$ cat config.mk
export PLATFORM = sky130hd
export DESIGN_NAME = mem_lsu_flat
export DESIGN_NICKNAME = d
export VERILOG_FILES = /design/src/rtl/mem_lsu_pkg.sv /design/src/rtl/mem_lsu_if.sv /design/src/rtl/mem_lsu_align.sv /design/src/rtl/mem_lsu.sv /design/src/flat_wrapper.sv
export SDC_FILE = /design/constraint.sdc
export NUM_CORES = 1
export LEC_CHECK = 0
export ABC_CLOCK_PERIOD_IN_PS = 4220
export CAP_MARGIN = 20
export CORE_ASPECT_RATIO = 1.1
export CORE_MARGIN = 2
export CORE_UTILIZATION = 40
export CTS_CLUSTER_SIZE = 20
export DETAILED_ROUTE_END_ITERATION = 7
export GPL_TIMING_DRIVEN = 0
export PLACE_DENSITY = 0.82
export SYNTH_ARGS = -nofsm -noshare
export SYNTH_HDL_FRONTEND = slang
export SYNTH_SLANG_ARGS = --single-unit
$ cat constraint.sdc
create_clock -name clk -period 4.22 [get_ports clk]
set_clock_uncertainty 0.1 [all_clocks]
set_input_delay 0.844 -clock clk [delete_from_list [all_inputs] [get_ports clk]]
set_output_delay 0.844 -clock clk [all_outputs]
set_load 0.01 [all_outputs]
$ cat src/rtl/mem_lsu_pkg.sv
// Shared types for the MEM-stage load/store unit: access sizes, FSM states,
// the latched request payload and the alignment rule.
package mem_lsu_pkg;

  localparam int unsigned DM_AW_DEF = 7;
  localparam int unsigned XLEN      = 32;
  localparam int unsigned BYTE_W    = 8;
  localparam int unsigned HALF_W    = 16;

  typedef enum logic [1:0] {
    SZ_BYTE = 2'b00,
    SZ_HALF = 2'b01,
    SZ_WORD = 2'b10,
    SZ_RSVD = 2'b11
  } size_e;

  typedef enum logic [2:0] {
    S_IDLE  = 3'd0,
    S_RD    = 3'd1,
    S_LDRET = 3'd2,
    S_MRG   = 3'd3,
    S_WR    = 3'd4,
    S_DONE  = 3'd5
  } state_e;

  typedef struct packed {
    logic            we;
    size_e           size;
    logic            sign_ext;
    logic [1:0]      addr_lo;
    logic [XLEN-1:0] wdata;
  } lsu_req_t;

  // Reserved size or a halfword/word not naturally aligned.
  function automatic logic misaligned(input size_e size, input logic [1:0] lo);
    case (size)
      SZ_HALF: return lo[0];
      SZ_WORD: return (lo != 2'b00);
      SZ_RSVD: return 1'b1;
      default: return 1'b0;
    endcase
  endfunction

endpackage

$ cat src/rtl/mem_lsu_if.sv
// Pipeline-side request/response and dm-side bus of the load/store unit.
interface mem_lsu_if
  import mem_lsu_pkg::*;
#(
  parameter int unsigned DM_AW = DM_AW_DEF
);

  logic             req;
  logic             we;
  logic [1:0]       size;
  logic             sign_ext;
  logic [XLEN-1:0]  addr;
  logic [XLEN-1:0]  wdata;
  logic             busy;
  logic             done;
  logic             err;
  logic [XLEN-1:0]  rdata;
  logic [DM_AW-1:0] dm_addr;
  logic             dm_rd;
  logic             dm_wr;
  logic [XLEN-1:0]  dm_wdata;
  logic [XLEN-1:0]  dm_rdata;

  modport master (
    output req, we, size, sign_ext, addr, wdata, dm_rdata,
    input  busy, done, err, rdata, dm_addr, dm_rd, dm_wr, dm_wdata
  );

  modport slave (
    input  req, we, size, sign_ext, addr, wdata, dm_rdata,
    output busy, done, err, rdata, dm_addr, dm_rd, dm_wr, dm_wdata
  );

endinterface

$ cat src/rtl/mem_lsu_align.sv
// Lane logic: extracts/extends the load lane from a dm word and merges the
// store lane into it, selected by the low address bits and access size.
module mem_lsu_align
  import mem_lsu_pkg::*;
(
  input  logic [XLEN-1:0] word,
  input  logic [1:0]      lane,
  input  size_e           size,
  input  logic            sign_ext,
  input  logic [XLEN-1:0] st_data,
  output logic [XLEN-1:0] ld_data_c,
  output logic [XLEN-1:0] st_word_c
);

  logic [BYTE_W-1:0] byte_c;
  logic [HALF_W-1:0] half_c;

  always_comb begin
    byte_c    = word[{lane, 3'b000} +: BYTE_W];
    half_c    = word[{lane[1], 4'b0000} +: HALF_W];
    ld_data_c = word;
    st_word_c = st_data;
    case (size)
      SZ_BYTE: begin
        ld_data_c = {{(XLEN-BYTE_W){sign_ext & byte_c[BYTE_W-1]}}, byte_c};
        st_word_c = word;
        st_word_c[{lane, 3'b000} +: BYTE_W] = st_data[BYTE_W-1:0];
      end
      SZ_HALF: begin
        ld_data_c = {{(XLEN-HALF_W){sign_ext & half_c[HALF_W-1]}}, half_c};
        st_word_c = word;
        st_word_c[{lane[1], 4'b0000} +: HALF_W] = st_data[HALF_W-1:0];
      end
      default: ;
    endcase
  end

endmodule

$ cat src/rtl/mem_lsu.sv
// MEM-stage load/store unit in front of the word-wide dm; sub-word stores use
// read-modify-write. Define LSU_BOUNDS_CHECK_EN to flag addresses beyond dm.
module mem_lsu
  import mem_lsu_pkg::*;
#(
  parameter int unsigned DM_AW = DM_AW_DEF
) (
  input logic     clk,
  input logic     rst_n,
  mem_lsu_if.slave bus
);

  state_e           state, state_n;
  lsu_req_t         req_q, req_n;
  logic             busy_q, busy_n;
  logic             done_q, done_n;
  logic             err_q, err_n;
  logic             dm_rd_q, dm_rd_n;
  logic             dm_wr_q, dm_wr_n;
  logic [XLEN-1:0]  rdata_q, rdata_n;
  logic [XLEN-1:0]  dm_wdata_q, dm_wdata_n;
  logic [DM_AW-1:0] dm_addr_q, dm_addr_n;
  logic [XLEN-1:0]  ld_data_c;
  logic [XLEN-1:0]  st_word_c;
  logic             oob_c;

  mem_lsu_align u_align (
    .word      (bus.dm_rdata),
    .lane      (req_q.addr_lo),
    .size      (req_q.size),
    .sign_ext  (req_q.sign_ext),
    .st_data   (req_q.wdata),
    .ld_data_c (ld_data_c),
    .st_word_c (st_word_c)
  );

`ifdef LSU_BOUNDS_CHECK_EN
  assign oob_c = |bus.addr[XLEN-1:DM_AW+2];
`else
  assign oob_c = 1'b0;
`endif

  always_ff @(posedge clk) begin
    if (!rst_n) begin
      state      <= S_IDLE;
      req_q      <= '0;
      busy_q     <= 1'b0;
      done_q     <= 1'b0;
      err_q      <= 1'b0;
      dm_rd_q    <= 1'b0;
      dm_wr_q    <= 1'b0;
      rdata_q    <= '0;
      dm_wdata_q <= '0;
      dm_addr_q  <= '0;
    end else begin
      state      <= state_n;
      req_q      <= req_n;
      busy_q     <= busy_n;
      done_q     <= done_n;
      err_q      <= err_n;
      dm_rd_q    <= dm_rd_n;
      dm_wr_q    <= dm_wr_n;
      rdata_q    <= rdata_n;
      dm_wdata_q <= dm_wdata_n;
      dm_addr_q  <= dm_addr_n;
    end
  end

  // Next state plus next value of every registered output.
  always_comb begin
    state_n    = state;
    req_n      = req_q;
    done_n     = 1'b0;
    err_n      = 1'b0;
    rdata_n    = rdata_q;
    dm_wdata_n = dm_wdata_q;
    dm_addr_n  = dm_addr_q;
    case (state)
      S_IDLE: begin
        if (bus.req) begin
          req_n = '{we: bus.we, size: size_e'(bus.size), sign_ext: bus.sign_ext,
                    addr_lo: bus.addr[1:0], wdata: bus.wdata};
          dm_addr_n  = bus.addr[DM_AW+1:2];
          dm_wdata_n = bus.wdata;
          if (misaligned(size_e'(bus.size), bus.addr[1:0]) || oob_c) begin
            state_n = S_DONE;
            done_n  = 1'b1;
            err_n   = 1'b1;
          end else if (bus.we && size_e'(bus.size) == SZ_WORD) begin
            state_n = S_WR;
          end else begin
            state_n = S_RD;
          end
        end
      end
      S_RD:    state_n = req_q.we ? S_MRG : S_LDRET;
      S_LDRET: begin
        state_n = S_IDLE;
        rdata_n = ld_data_c;
        done_n  = 1'b1;
      end
      S_MRG: begin
        state_n    = S_WR;
        dm_wdata_n = st_word_c;
      end
      S_WR: begin
        state_n = S_IDLE;
        done_n  = 1'b1;
      end
      S_DONE:  state_n = S_IDLE;
      default: state_n = S_IDLE;
    endcase
    busy_n  = (state_n != S_IDLE);
    dm_rd_n = (state_n == S_RD);
    dm_wr_n = (state_n == S_WR);
  end

  assign bus.busy     = busy_q;
  assign bus.done     = done_q;
  assign bus.err      = err_q;
  assign bus.rdata    = rdata_q;
  assign bus.dm_addr  = dm_addr_q;
  assign bus.dm_rd    = dm_rd_q;
  assign bus.dm_wr    = dm_wr_q;
  assign bus.dm_wdata = dm_wdata_q;

endmodule

$ cat src/flat_wrapper.sv
// flat-port wrapper written by rule: the top's interface ports become plain ports
module mem_lsu_flat import mem_lsu_pkg::*;
#(
  parameter int unsigned DM_AW = DM_AW_DEF
)
  (clk, rst_n, bus_req, bus_we, bus_size, bus_sign_ext, bus_addr, bus_wdata, bus_dm_rdata, bus_busy, bus_done, bus_err, bus_rdata, bus_dm_addr, bus_dm_rd, bus_dm_wr, bus_dm_wdata);
  mem_lsu_if #(.DM_AW(DM_AW)) bus_i ();
  input logic clk;
  input logic rst_n;
  input wire logic [$bits(bus_i.req)-1:0] bus_req;
  input wire logic [$bits(bus_i.we)-1:0] bus_we;
  input wire logic [$bits(bus_i.size)-1:0] bus_size;
  input wire logic [$bits(bus_i.sign_ext)-1:0] bus_sign_ext;
  input wire logic [$bits(bus_i.addr)-1:0] bus_addr;
  input wire logic [$bits(bus_i.wdata)-1:0] bus_wdata;
  input wire logic [$bits(bus_i.dm_rdata)-1:0] bus_dm_rdata;
  output wire logic [$bits(bus_i.busy)-1:0] bus_busy;
  output wire logic [$bits(bus_i.done)-1:0] bus_done;
  output wire logic [$bits(bus_i.err)-1:0] bus_err;
  output wire logic [$bits(bus_i.rdata)-1:0] bus_rdata;
  output wire logic [$bits(bus_i.dm_addr)-1:0] bus_dm_addr;
  output wire logic [$bits(bus_i.dm_rd)-1:0] bus_dm_rd;
  output wire logic [$bits(bus_i.dm_wr)-1:0] bus_dm_wr;
  output wire logic [$bits(bus_i.dm_wdata)-1:0] bus_dm_wdata;
  assign bus_i.req = bus_req;
  assign bus_i.we = bus_we;
  assign bus_i.size = bus_size;
  assign bus_i.sign_ext = bus_sign_ext;
  assign bus_i.addr = bus_addr;
  assign bus_i.wdata = bus_wdata;
  assign bus_i.dm_rdata = bus_dm_rdata;
  assign bus_busy = bus_i.busy;
  assign bus_done = bus_i.done;
  assign bus_err = bus_i.err;
  assign bus_rdata = bus_i.rdata;
  assign bus_dm_addr = bus_i.dm_addr;
  assign bus_dm_rd = bus_i.dm_rd;
  assign bus_dm_wr = bus_i.dm_wr;
  assign bus_dm_wdata = bus_i.dm_wdata;
  mem_lsu #(.DM_AW(DM_AW)) u_core (.clk(clk), .rst_n(rst_n), .bus(bus_i));
endmodule
==> reports/qor.log <==
qor: logic_synthesis.synthesis.instances 717
qor: hold_path.worstHoldPathType flop to flop
qor: pwr.total_power 3.33 mW
qor: clock_tree.clk_slew_on_worst_s_h_paths 0.06 ns
qor: floorplanning.floorplan.die.width 119 µm
qor: timing.finalSetupViolCount 0
qor: finish.layout.cells.most_common sky130_fd_sc_hd__nand2_1
qor: timing.setup_total_negative_slack 0 ns
qor: placed_design.dpl-instance-area 7590 µm²
qor: timing.time_the_worst_path_needs_with_i_o_delays_and_setup 2.70 ns
qor: timing.final_worst_path_cycle_share 64.0%
qor: detailed_routing.avgViaCountPerCell 5.79
qor: global_route.first_global_vias 6048
qor: critical_path.reg2regPathDepth 7
qor: floorplanning.die_area 15500 µm²
qor: floorplanning.num_io_pins 179
qor: finish.fillCellCount 1306
qor: critical_path.worstReg2RegEnd u_core.bus.dm_wdata[2]
qor: critical_path.critPathRequiredTime 4.48 ns
qor: clock_tree.number_of_buffers_inserted_during_clock_tree_synthesis 17
qor: clock_tree.postCtsResizedCells 0
qor: global_route.grt_max_degree 17
qor: placed_design.hpwlAfterDp 15800 µm
qor: logic_synthesis.synth_sequential_area_ratio 40.4%
qor: hold_path.min-delay-start u_core.bus.dm_addr[0]
qor: clock_tree.cts-root-buf sky130_fd_sc_hd__clkbuf_16
qor: logic_synthesis.synth_edf_count 0
qor: floorplanning.core.rowCount 46
qor: clock_tree.clkLatencyLatePin 0.42 ns
qor: finish.finalCoreUtilization 57.3%
qor: finish.layout.cell_area.non_filler 8180 µm²
qor: run.maxCapViolCount 0
qor: logic_synthesis.async_reset_ff_share 0%
qor: clock_tree.clock_sinks 117
qor: timing.rsz0062_at_grt no
qor: logic_synthesis.yosys_warnings 0
qor: critical_path.critical_path_arrival 2.96 ns
qor: detailed_routing.num_vias 6348
qor: logic_synthesis.synthesis.area 5800 µm²
qor: timing.finalHoldViolations 0
qor: pwr.static-leakage-power 3.05 nW
qor: clock_tree.clockBufferDepth 2
qor: detailed_routing.detail_route.wl_per_cell 19.5 µm
qor: clock_tree.cts.htree.levels 4
qor: logic_synthesis.ys_seq_elements 117
qor: finish.post_route_cells_drive_above_1_share 9.62%
qor: logic_synthesis.post-synth-top-area-fraction 40.4%
qor: logic_synthesis.mappedNetlistNets 825
qor: floorplanning.core_area 14300 µm²
qor: logic_synthesis.ys_top_cells_by_area sky130_fd_sc_hd__dfxtp_1 (40%), sky130_fd_sc_hd__nand2_1 (10%), sky130_fd_sc_hd__a21oi_1 (8.2%)
qor: critical_path.crit-reg2reg-launch u_core.req_q[33]
qor: clock_tree.cts_hold_buf 0
qor: detailed_routing.first_pass_iters 6
qor: global_route.globalRoute.totalOverflow 0
qor: pwr.max-vdd-ir-drop 0.000327 V
qor: detailed_routing.highest-signal-layer met4
qor: timing.worstMarginPinSlew 0.608 ns
qor: detailed_routing.drc_errors 0
qor: clock_tree.postCtsSetupRepairBufs 0
qor: hold_path.hold-path-cell-count 2
qor: detailed_routing.wl_met2 9760 µm
qor: detailed_routing.drt-total-wl 21400 µm
qor: critical_path.setup.worst_path.class flop to flop
qor: timing.timing_max_transition_violations_final 0
qor: pwr.power_per_cell_area 407 nW/µm²
qor: finish.antenna-diode-count 0
qor: floorplanning.initial_utilization 40.6%
qor: floorplanning.floorplan.die.height 130 µm
qor: hold_path.whs_endpoint u_core.bus.dm_addr[0]
qor: global_route.global_route.usage.total 27.0%
qor: placed_design.gp_congestion 0.927
qor: detailed_routing.wl_met1 8500 µm
qor: detailed_routing.route.met3.wl 2150 µm
qor: global_route.grt_pass1_wl 32300 µm
qor: critical_path.crit_path_end_kind flop
qor: critical_path.top_fanout_value_on_the_critical_path 11
qor: critical_path.reg2reg_setup_slack 1.52 ns
qor: critical_path.startpoint_types flop
qor: finish.commonest_cells_after_routing_fill_and_taps_aside sky130_fd_sc_hd__nand2_1 (162), sky130_fd_sc_hd__clkdlybuf4s50_1 (155), sky130_fd_sc_hd__dfxtp_1 (117), sky130_fd_sc_hd__a21oi_1 (95), sky130_fd_sc_hd__o21ai_0 (33)
qor: clock_tree.tritoncts_clock_tree built
qor: detailed_routing.postRouteAntennaNets 0
qor: logic_synthesis.yosys.area.top_type sky130_fd_sc_hd__dfxtp_1
qor: placed_design.place.port_buffers 155
qor: timing.timing.fmax 0.370 GHz
qor: timing.timing.hold.ws 0.353 ns
qor: outcome.run_status complete, no violations
qor: finish.nets 999
qor: logic_synthesis.syn-mean-instance-area 8.09 µm²
qor: detailed_routing.drtIter0Drc 726
qor: timing.worst_slew_margin_rel 58.3%
qor: logic_synthesis.postSynth.topFlopCell sky130_fd_sc_hd__dfxtp_1
qor: logic_synthesis.ys_types 51
qor: global_route.grt_antenna_before_repair 0
qor: finish.syn_to_final_growth 41.0%
==> logic make-up (layout without fill, tap and decap cells) <==
| logic type | after synthesis | after routing | synth area share (%) |
|---|---|---|---|
| flip-flops | 117 | 117 | 40.4 |
| buffers and inverters | 78 | 265 | 5.97 |
| adder cells (fa/ha/maj) | 5 | 5 | 1.08 |
| AND/OR/NAND/NOR | 259 | 259 | 21.8 |
| AO/OA/AOI/OAI | 237 | 237 | 26.5 |
| multiplexers | 21 | 21 | 4.25 |
==> worst max-delay path by stage <==
stage	to	cells after the start	slack [ns]	from
after floorplan	u_core.bus.dm_wdata[21]	6	2.06	bus_req
after global placement	u_core.bus.dm_addr[1]	5	1.24	rst_n
after detailed placement	u_core.bus.dm_wdata[31]	5	1.20	rst_n
after CTS	u_core.bus.dm_wdata[31]	5	1.62	rst_n
after global routing	u_core.bus.dm_wdata[9]	8	1.36	u_core.req_q[33]
final	u_core.bus.dm_wdata[2]	7	1.52	u_core.req_q[33]
==> power by group <==
group / switching (mW) / internal, mW
combinational: 0.354 / 0.300
sequential: 0.0599 / 1.18
clock: 0.509 / 0.928
==> sequential cells by signal (all words and copies together) (netlist names) <==
signal,cells
u_core.req_q,38
u_core.bus.dm_wdata,32
u_core.bus.rdata,32
u_core.bus.dm_addr,7
u_core.state,3
u_core.bus.busy,1
u_core.bus.dm_rd,1
u_core.bus.dm_wr,1
u_core.bus.done,1
u_core.bus.err,1
==> Yosys cell counts, types with 2 or more instances <==
cell / n
sky130_fd_sc_hd__nand3_1: 6
sky130_fd_sc_hd__a22oi_1: 7
sky130_fd_sc_hd__mux4_2: 2
sky130_fd_sc_hd__nand3b_1: 17
sky130_fd_sc_hd__nor4b_1: 9
sky130_fd_sc_hd__nor2_1: 9
sky130_fd_sc_hd__nor2b_1: 14
sky130_fd_sc_hd__and2_1: 2
sky130_fd_sc_hd__nand3_2: 3
sky130_fd_sc_hd__nand2b_1: 4
sky130_fd_sc_hd__inv_1: 17
sky130_fd_sc_hd__dfxtp_1: 117
sky130_fd_sc_hd__a21oi_1: 95
sky130_fd_sc_hd__and3_1: 8
sky130_fd_sc_hd__a31o_2: 7
sky130_fd_sc_hd__o21ai_0: 33
sky130_fd_sc_hd__nand2_1: 162
sky130_fd_sc_hd__o31a_1: 2
sky130_fd_sc_hd__buf_6: 3
sky130_fd_sc_hd__or2_2: 2
sky130_fd_sc_hd__clkbuf_1: 28
sky130_fd_sc_hd__o221ai_1: 8
sky130_fd_sc_hd__o211ai_1: 9
sky130_fd_sc_hd__nor3b_2: 3
sky130_fd_sc_hd__a221o_1: 8
sky130_fd_sc_hd__o22ai_1: 15
sky130_fd_sc_hd__mux2i_1: 10
sky130_fd_sc_hd__a221oi_1: 23
sky130_fd_sc_hd__buf_1: 6
sky130_fd_sc_hd__and3b_1: 3
sky130_fd_sc_hd__ha_1: 5
sky130_fd_sc_hd__nor3_1: 11
sky130_fd_sc_hd__buf_2: 21
sky130_fd_sc_hd__a31oi_1: 7
sky130_fd_sc_hd__mux2_2: 9
sky130_fd_sc_hd__nand4_1: 2
sky130_fd_sc_hd__a21boi_0: 16
==> routing by layer <==
layer	global-route usage (%)	up-vias
met2	44.5	420
met4	14.9	0
met1	32.7	2908
met5	0	-
met3	6.38	80
li1	-	2940
==> stage by stage <==
| stage | worst slack, ns | cells |
|---|---|---|
| after global routing | 1.36 | 1096 |
| after global placement | 1.24 | 1064 |
| after CTS | 1.62 | 1096 |
| final | 1.52 | 1096 |
| after floorplan | 2.06 | 717 |
| after detailed placement | 1.20 | 1064 |
==> critical path, stage by stage, from the launching register on <==
cell and delay (ns):
sky130_fd_sc_hd__dfxtp_1 0.40, sky130_fd_sc_hd__buf_2 0.26, sky130_fd_sc_hd__clkinv_1 0.33, sky130_fd_sc_hd__ha_1 0.44, sky130_fd_sc_hd__nor3b_2 0.52, sky130_fd_sc_hd__a31oi_1 0.17
sky130_fd_sc_hd__o221ai_1 0.23, sky130_fd_sc_hd__and3_1 0.18
==> area by class of cell <==
class,instances,area (µm²),share of cell area (%)
tap,192,240,2.94
timing repair buffer,155,1550,19.0
buffer,60,279,3.41
sequential,117,2340,28.6
clock inverter,8,97.6,1.19
multi-input combinational,522,3110,38.0
clock buffer,24,492,6.01
inverter,18,67.6,0.826
Power figures use the tool's default switching activity.
